==> config.mk <==
export PLATFORM = sky130hd
export DESIGN_NAME = v810_cache_fill_flat
export DESIGN_NICKNAME = d
export VERILOG_FILES = /design/src/rtl/v810_cache_fill_pkg.sv /design/src/rtl/v810_cache_fill_if.sv /design/src/rtl/v810_cache_fill.sv /design/src/flat_wrapper.sv
export SDC_FILE = /design/constraint.sdc
export NUM_CORES = 1
export LEC_CHECK = 0
export CELL_PAD_IN_SITES_DETAIL_PLACEMENT = 1
export CELL_PAD_IN_SITES_GLOBAL_PLACEMENT = 2
export CORE_ASPECT_RATIO = 1.1
export CORE_UTILIZATION = 24
export DETAILED_ROUTE_END_ITERATION = 6
export GPL_ROUTABILITY_DRIVEN = 0
export PLACE_DENSITY_LB_ADDON = 0.3
export SYNTH_ARGS = -nofsm -noshare
export SYNTH_HDL_FRONTEND = slang
export SYNTH_SLANG_ARGS = --single-unit
==> constraint.sdc <==
create_clock -name clock -period 3.62 [get_ports clock]
set_input_delay 0.724 -clock clock [delete_from_list [all_inputs] [get_ports clock]]
set_output_delay 0.724 -clock clock [all_outputs]
set_load 0.02 [all_outputs]
==> src/rtl/v810_cache_fill_pkg.sv <==
// v810_cache_pkg: shared fill-state type and line sizing helpers for the V810 I-cache.
package v810_cache_pkg;
   typedef enum logic {FILL_IDLE, FILL_FETCH} fill_state_e;
   localparam int LINE_WORDS = 2;
   function automatic int off_w(input int words);
      return (words > 1) ? $clog2(words) : 1;
   endfunction
   localparam int OFF_W = off_w(LINE_WORDS);
endpackage

==> src/rtl/v810_cache_fill_if.sv <==
// v810_cache_fill_if: read-beat bus between the line-fill engine and the memory side.
interface v810_cache_fill_if;
   logic        bus_req;
   logic [29:0] bus_addr;
   logic        bus_ack;
   logic        bus_err;
   logic [31:0] bus_rdata;
   modport master (output bus_req, bus_addr, input bus_ack, bus_err, bus_rdata);
   modport slave  (input bus_req, bus_addr, output bus_ack, bus_err, bus_rdata);
endinterface

==> src/rtl/v810_cache_fill.sv <==
// v810_cache_fill: I-cache line fill, critical word first with wrap-around inside the line.
module v810_cache_fill
   import v810_cache_pkg::*;
#(
   parameter int addr_width = 8,
   parameter int line_words = LINE_WORDS
) (
   input  logic                                    clock,
   input  logic                                    reset,
   input  logic                                    fill_req,
   input  logic [29:0]                             fill_addr,
   input  logic [addr_width-off_w(line_words)-1:0] fill_line,
   output logic                                    fill_busy,
   output logic                                    fill_done,
   output logic                                    fill_err,
   output logic                                    crit_valid,
   output logic [31:0]                             crit_data,
   v810_cache_fill_if.master                       bus,
   output logic                                    ram_wr_en,
   output logic [addr_width-1:0]                   ram_wr_address,
   output logic [31:0]                             ram_wr_data
);
   localparam int ow = off_w(line_words);
   localparam int lw_w = addr_width - ow;
   localparam logic [ow:0] cnt_last = (ow+1)'(line_words - 1);
   fill_state_e state_q, state_d;
   logic [ow:0] cnt_q, cnt_d;
   logic [ow-1:0] base_q, base_d, off, off_nx;
   logic [lw_w-1:0] line_q, line_d;
   logic busy_q, busy_d, done_q, done_d, err_q, err_d;
   logic crit_valid_q, crit_valid_d, req_q, req_d, wr_en_q, wr_en_d;
   logic [29:0] addr_q, addr_d;
   logic [31:0] crit_data_q, crit_data_d, wr_data_q, wr_data_d;
   logic [addr_width-1:0] wr_addr_q, wr_addr_d;
   always_comb begin
      state_d = state_q;
      cnt_d = cnt_q;
      base_d = base_q;
      line_d = line_q;
      busy_d = busy_q;
      req_d = req_q;
      done_d = 1'b0;
      err_d = 1'b0;
      crit_valid_d = 1'b0;
      wr_en_d = 1'b0;
      addr_d = addr_q;
      crit_data_d = crit_data_q;
      wr_data_d = wr_data_q;
      wr_addr_d = wr_addr_q;
      // only the offset bits wrap; the upper address bits stay as latched
      off = base_q + cnt_q[ow-1:0];
      off_nx = off + ow'(1);
      if (state_q == FILL_IDLE) begin
         if (fill_req) begin
            state_d = FILL_FETCH;
            base_d = fill_addr[ow-1:0];
            line_d = fill_line;
            cnt_d = '0;
            busy_d = 1'b1;
            req_d = 1'b1;
            addr_d = fill_addr;
         end
      end else if (bus.bus_err) begin
         state_d = FILL_IDLE;
         busy_d = 1'b0;
         req_d = 1'b0;
         err_d = 1'b1;
      end else if (bus.bus_ack) begin
         wr_en_d = 1'b1;
         wr_addr_d = {line_q, off};
         wr_data_d = bus.bus_rdata;
         addr_d = {addr_q[29:ow], off_nx};
         cnt_d = cnt_q + (ow+1)'(1);
         crit_valid_d = (cnt_q == '0);
         crit_data_d = (cnt_q == '0) ? bus.bus_rdata : crit_data_q;
         if (cnt_q == cnt_last) begin
            state_d = FILL_IDLE;
            busy_d = 1'b0;
            req_d = 1'b0;
            done_d = 1'b1;
         end
      end
   end
   always_ff @(posedge clock) begin
      if (reset) begin
         state_q <= FILL_IDLE;
         cnt_q <= '0;
         base_q <= '0;
         line_q <= '0;
         busy_q <= 1'b0;
         done_q <= 1'b0;
         err_q <= 1'b0;
         crit_valid_q <= 1'b0;
         req_q <= 1'b0;
         wr_en_q <= 1'b0;
         addr_q <= '0;
         crit_data_q <= '0;
         wr_data_q <= '0;
         wr_addr_q <= '0;
      end else begin
         state_q <= state_d;
         cnt_q <= cnt_d;
         base_q <= base_d;
         line_q <= line_d;
         busy_q <= busy_d;
         done_q <= done_d;
         err_q <= err_d;
         crit_valid_q <= crit_valid_d;
         req_q <= req_d;
         wr_en_q <= wr_en_d;
         addr_q <= addr_d;
         crit_data_q <= crit_data_d;
         wr_data_q <= wr_data_d;
         wr_addr_q <= wr_addr_d;
      end
   end
   assign fill_busy = busy_q;
   assign fill_done = done_q;
   assign fill_err = err_q;
   assign crit_valid = crit_valid_q;
   assign crit_data = crit_data_q;
   assign bus.bus_req = req_q;
   assign bus.bus_addr = addr_q;
   assign ram_wr_en = wr_en_q;
   assign ram_wr_address = wr_addr_q;
   assign ram_wr_data = wr_data_q;
endmodule
==> src/flat_wrapper.sv <==
// flat-port wrapper written by rule: the top's interface ports become plain ports
module v810_cache_fill_flat import v810_cache_pkg::*;
#(
   parameter int addr_width = 8,
   parameter int line_words = LINE_WORDS
)
  (clock, reset, fill_req, fill_addr, fill_line, fill_busy, fill_done, fill_err, crit_valid, crit_data, ram_wr_en, ram_wr_address, ram_wr_data, bus_bus_req, bus_bus_addr, bus_bus_ack, bus_bus_err, bus_bus_rdata);
  v810_cache_fill_if bus_i ();
  input  logic clock;
  input  logic reset;
  input  logic fill_req;
  input  logic [29:0] fill_addr;
  input  logic [addr_width-off_w(line_words)-1:0] fill_line;
  output logic fill_busy;
  output logic fill_done;
  output logic fill_err;
  output logic crit_valid;
  output logic [31:0] crit_data;
  output logic ram_wr_en;
  output logic [addr_width-1:0] ram_wr_address;
  output logic [31:0] ram_wr_data;
  output wire logic [$bits(bus_i.bus_req)-1:0] bus_bus_req;
  output wire logic [$bits(bus_i.bus_addr)-1:0] bus_bus_addr;
  input wire logic [$bits(bus_i.bus_ack)-1:0] bus_bus_ack;
  input wire logic [$bits(bus_i.bus_err)-1:0] bus_bus_err;
  input wire logic [$bits(bus_i.bus_rdata)-1:0] bus_bus_rdata;
  assign bus_bus_req = bus_i.bus_req;
  assign bus_bus_addr = bus_i.bus_addr;
  assign bus_i.bus_ack = bus_bus_ack;
  assign bus_i.bus_err = bus_bus_err;
  assign bus_i.bus_rdata = bus_bus_rdata;
  v810_cache_fill #(.addr_width(addr_width), .line_words(line_words)) u_core (.clock(clock), .reset(reset), .fill_req(fill_req), .fill_addr(fill_addr), .fill_line(fill_line), .fill_busy(fill_busy), .fill_done(fill_done), .fill_err(fill_err), .crit_valid(crit_valid), .crit_data(crit_data), .bus(bus_i), .ram_wr_en(ram_wr_en), .ram_wr_address(ram_wr_address), .ram_wr_data(ram_wr_data));
endmodule
==> reports/qor.csv, run 1 <==
metric,value,unit
clkSinkCount,118,
syn_area,4155,um^2
cts-root-buf,clkbuf_16,
startpoint_type,input port,
placed_area,6090,um^2
p_leak,2.378,nW
portBuffers,181,
synth_flop_cell,dfxtp_1,
fp.coreArea,16950,um^2
powerDensity,525.0,nW/um^2
min_period_over_period,58.64,%
viasPerCell,4.319,
cts_resized,0,
grt_setup_unrepaired,no,
slowest_delay,780,ps
rows,50,
multi_input_area,1538,um^2
hp-class,reg2reg,
fin_nets,760,
drc,0,
grt.total_usage,15.22,%
clkLatencyLatePin,410,ps
critPathArrivalTime,2420,ps
yosysSeqAreaShare,56.85,%
drt_pass1_iterations,4,
dieArea,17840,um^2
detail_route.wl_per_cell,14.14,um
drive_gt1_share,6.026,%
area_growth,62.03,%
post-synth-top-count-cell,nand2_1,
start_util,24.51,%
ioPinCount,182,
grt_overflow,0,
syn_nets,591,
cts_hold_buf,0,
synth_cells,515,
tightest_slew,932.9,ps
yosys.area.top_type,dfxtp_1,
ant_nets,0,
hold_slack,448.4,ps
grt_pass1_vias,4154,
slew_headroom,37.81,%
wl,13160,um
post-cts-setup-buffers,0,
synthTopCellsByArea,"dfxtp_1 57%, nand2_1 20%, a21oi_1 14%, buf_6 2.4%, buf_2 2.2%",
fin_worst_skew,8.303,ps
finalCriticalPeriod,2123,ps
outcome,"finished, final reports clean",
die_width,127.5,um
final.fill_count,1978,
critical_path_buf_inv_count,1,
final_area,6733,um^2
cts-htree-levels,4,
worst-setup-path-type,in2reg,
cts_max_path_buffers,2,
crit_family,simple AND/OR/NAND/NOR gates,
cp.required,3910,ps
synth_edf_count,0,
avgSynthCellArea,8.068,um^2
vdd_drop_max,275.9,uV
grt_pass1_wl,21000,um
synth_common_cells,"220 x nand2_1, 118 x dfxtp_1, 115 x a21oi_1",
cts_buffers,17,
antenna_cells,0,
dp_hpwl,9022,um
slew_violations,0,
end_kind,register,
setup_tns,0,ps
fin_util,39.71,%
path_clk_slew,50,ps
timing.fmax,471.1,MHz
cts_tree,yes,
async_reset_ff_share,0,%
synth_cell_types,21,
maxCapViolCount,0,
final-hold-violation-count,0,
die_h,140.0,um
antenna_found_initial,0,
cpMaxStageDelayCell,and3b_2,
grt_max_degree,85,
cp_cell_sequence,"clkdlybuf4s50_1, and3b_2, nand2_1, o311a_1",
synth_seq_cells,118,
setup_violations,0,
synth_top_area_share,56.85,%
path_max_fanout,43,
yosys_warnings,0,
via_count,4021,
final-seq-area,2362,um^2
drtIter0Drc,136,
final timing paths:
| path | depth (start not counted) | start | slack [ps] | to |
|---|---|---|---|---|
| worst max register to register | 3 | u_core.state_q | 1810 | u_core.bus.bus_addr[0] |
| worst min-delay path | 2 | u_core.line_q[1] | 450 | u_core.ram_wr_address[2] |
| worst max-delay path | 4 | bus_bus_ack | 1500 | u_core.bus.bus_addr[0] |
| worst min register to register | 2 | u_core.line_q[1] | 450 | u_core.ram_wr_address[2] |
cell usage in the layout, fill, tap and decap left out:
| cell type | synthesis | final |
|---|---|---|
| nand2_1 | 220 | 220 |
| clkdlybuf4s50_1 | 0 | 180 |
| dfxtp_1 | 118 | 118 |
| a21oi_1 | 115 | 115 |
| clkbuf_16 | 0 | 17 |
| buf_4 | 2 | 8 |
| clkbuf_8 | 0 | 5 |
| clkinv_2 | 0 | 5 |
| inv_1 | 4 | 4 |
| nor2_1 | 4 | 4 |
| bufinv_16 | 0 | 4 |
| nand3_1 | 3 | 3 |
| ha_1 | 2 | 2 |
| and4b_1 | 1 | 1 |
| nand4b_1 | 1 | 1 |
| nor2b_2 | 0 | 1 |
| nand2b_1 | 1 | 1 |
| nand3b_1 | 1 | 1 |
| and3b_2 | 0 | 1 |
| xor2_1 | 1 | 1 |
| o311a_1 | 1 | 1 |
| o21ai_0 | 1 | 1 |
| and2_1 | 1 | 1 |
| clkbuf_1 | 10 | 1 |
| buf_12 | 0 | 1 |
registers in the layout, summed over array words and instances, names as in the netlist, 2 cells and up:
signal,count
u_core.crit_data,32
u_core.ram_wr_data,32
u_core.bus.bus_addr,30
u_core.ram_wr_address,8
u_core.line_q,7
u_core.cnt_q,2
worst min-delay path: cells and delay by family (launching register included):
kind             cells  cell delay [ps]
AO/OA/AOI/OAI        1               50
AND/OR/NAND/NOR      1               50
flip-flops           1              300
layout make-up:
class | instances | share of cell area (%)
clock buffers | 23 | 7.396
clock inverters | 9 | 2.156
inverters | 4 | 0.2230
multi-input cells | 354 | 22.84
flip-flops and latches | 118 | 35.09
well taps | 234 | 4.349
repair buffers | 189 | 27.95
per-layer routing:
layer  wire length, um  vias to the layer above  track usage (%)
met3               997                       17            5.615
met2              6255                      128            25.65
met5                 0                        -                0
met1              5683                     1887            17.14
li1                  -                     1989                -
met4               224                        0            6.579
logic make-up after synthesis:
logic type / synth area share (%)
compound gates: 14.21
simple gates: 21.89
buf+inv: 6.233
xor+xnor: 0.2108
fa+ha+maj: 0.6021
flops: 56.85
where the power goes:
part           switching, mW  total, mW  internal (mW)
registers             0.0257       1.37           1.35
clock network          0.580       1.82           1.24
logic                  0.175      0.346          0.171
metrics by stage:
stage | instances | power, mW | worst slack (ps)
floorplan | 515 | 1.552 | 2112
global placement | 899 | 1.742 | 1117
detailed placement | 899 | 1.751 | 994.0
CTS | 931 | 3.592 | 1432
global route | 931 | 3.690 | 1349
finish | 931 | 3.535 | 1497
Power figures use the tool's default switching activity.
==> run 2, diff against run 1 <==
- CORE_UTILIZATION: 24 -> 20
- clock period: 3.62 -> 1.87 ns (I/O delays scaled with it)
==> run 2 against run 1 <==
Effect of this change: die area up 20%; largest cell class unchanged; via count rose by 0.70%; clock skew is 0.78 ps lower; highest routed layer unchanged; worst setup slack worse by 1400 ps.
==> reports/qor.csv, run 2 (synthesis results as in run 1) <==
metric,value,unit
powerDensity,988.0,nW/um^2
timing.fmax,558.2,MHz
drive_gt1_share,6.828,%
slew_headroom,76.18,%
via_count,4049,
antenna_found_initial,0,
power.switching,1.569,mW
p_leak,2.428,nW
clkSinkCount,118,
multi_input_area,1543,um^2
area_growth,65.16,%
maxCapViolCount,0,
end_kind,output pin,
cts_max_path_buffers,2,
wl,13960,um
setup_violations,0,
swShare,23.14,%
r2r_end,u_core.ram_wr_address[1],
critical_path_buf_inv_count,1,
outcome,"finished, final reports clean",
die_width,139.4,um
r2r_cells,4,
drt_pass1_iterations,4,
hp-start,reset,
vdd_drop_max,594.2,uV
grt_overflow,0,
r2r_start,u_core.state_q,
dp_hpwl,9828,um
grt_setup_unrepaired,no,
final-hold-violation-count,0,
slowest_delay,630,ps
seqPwrFrac,39.1,%
combPwrFrac,10.3,%
fin_worst_skew,7.524,ps
cp.required,1500,ps
post-cts-setup-buffers,0,
worst-setup-path-type,reg2out,
cp_cell_sequence,clkdlybuf4s50_1,
r2r_setup_slack,480,ps
path_max_fanout,3,
drc,0,
hold_slack,329.9,ps
viasPerCell,4.240,
drtIter0Drc,125,
cts_buffers,17,
crit_start,u_core.bus.bus_req,
clockPowerShare,50.6,%
mostFrequentLayoutCells,"220 x nand2_1, 179 x clkdlybuf4s50_1, 118 x dfxtp_1, 115 x a21oi_1, 17 x clkbuf_16",
grt_pass1_vias,4327,
cts-htree-levels,4,
startpoint_type,register,
crit_family,buffers and inverters,
placed_area,6237,um^2
finalCriticalPeriod,1792,ps
hold_end,u_core.state_q,
detail_route.wl_per_cell,14.62,um
grt.total_usage,13.62,%
die_h,153.2,um
dieArea,21360,um^2
fin_nets,766,
hold_depth,2,
p_int,5.212,mW
hp-class,in2reg,
portBuffers,181,
start_util,20.71,%
cpMaxStageDelayCell,clkdlybuf4s50_1,
tightest_slew,356.8,ps
final.fill_count,2301,
final_common_cell,nand2_1,
setup_tns,0,ps
final-seq-area,2362,um^2
slew_violations,0,
ant_nets,0,
cts-root-buf,clkbuf_16,
cts_tree,yes,
fp.coreArea,20070,um^2
path_clk_slew,50,ps
final_area,6863,um^2
critPathArrivalTime,1420,ps
grt_pass1_wl,22540,um
grt_max_degree,58,
rows,54,
antenna_cells,0,
min_period_over_period,95.80,%
ioPinCount,182,
clkLatencyLatePin,410,ps
==> run 2: changes by cell type in the layout (fill, tap and decap cells not counted), moves of 2 or more <==
cell        previous run  this run
buf_12                 1         7
clkbuf_8               5         1
clkinvlp_4             0         3
clkinv_4               0         2
==> run 2: cell type report <==
type | count | share of cell area (%)
Timing Repair Buffer | 195 | 29.21
Multi-Input combinational cell | 354 | 22.48
Clock inverter | 13 | 2.625
Inverter | 4 | 0.2188
Sequential cell | 118 | 34.42
Tap cell | 252 | 4.594
Clock buffer | 19 | 6.454
==> run 2: what timing repair did <==
action,in CTS,in global routing
endpoints found under the setup margin,0,1
hold buffers,0,0
resized for setup,0,1
==> run 2: layer usage <==
| layer | wire length, um | track usage (%) | up-vias |
|---|---|---|---|
| met5 | 0 | 0 | - |
| met4 | 221 | 5.556 | 0 |
| met3 | 1003 | 5.294 | 16 |
| met2 | 6934 | 23.83 | 118 |
| met1 | 5802 | 14.61 | 1911 |
| li1 | - | - | 2004 |
==> run 2: worst max-delay path by stage <==
stage                               endpoint  slack [ps]  depth (start not counted)
finish                           bus_bus_req          80                          1
global route                     bus_bus_req          20                          1
CTS                                fill_busy           2                          1
floorplan               u_core.crit_data[10]         590                          7
global placement    u_core.ram_wr_address[4]         130                          5
detailed placement  u_core.ram_wr_address[4]          80                          5
==> run 2: per-stage QoR <==
step / instances / total power, mW / util, % / setup slack [ps]
2_1_floorplan: 515 / 3.004 / - / 589.8
3_3_place_gp: 923 / 3.404 / 31.08 / 134.2
3_5_place_dp: 923 / 3.418 / 31.08 / 82.35
4_1_cts: 955 / 6.914 / 34.19 / 2.109
5_1_grt: 955 / 7.088 / 34.20 / 15.15
6_report: 955 / 6.781 / 34.20 / 78.48
==> run 2: power by group through the flow <==
stage	clock, mW	combinational [mW]	sequential, mW
final	3.43	0.699	2.65
after global routing	3.67	0.756	2.66
after CTS	3.55	0.713	2.65
after detailed placement	0	0.709	2.71
after global placement	0	0.700	2.70
after floorplan	0	0.216	2.79
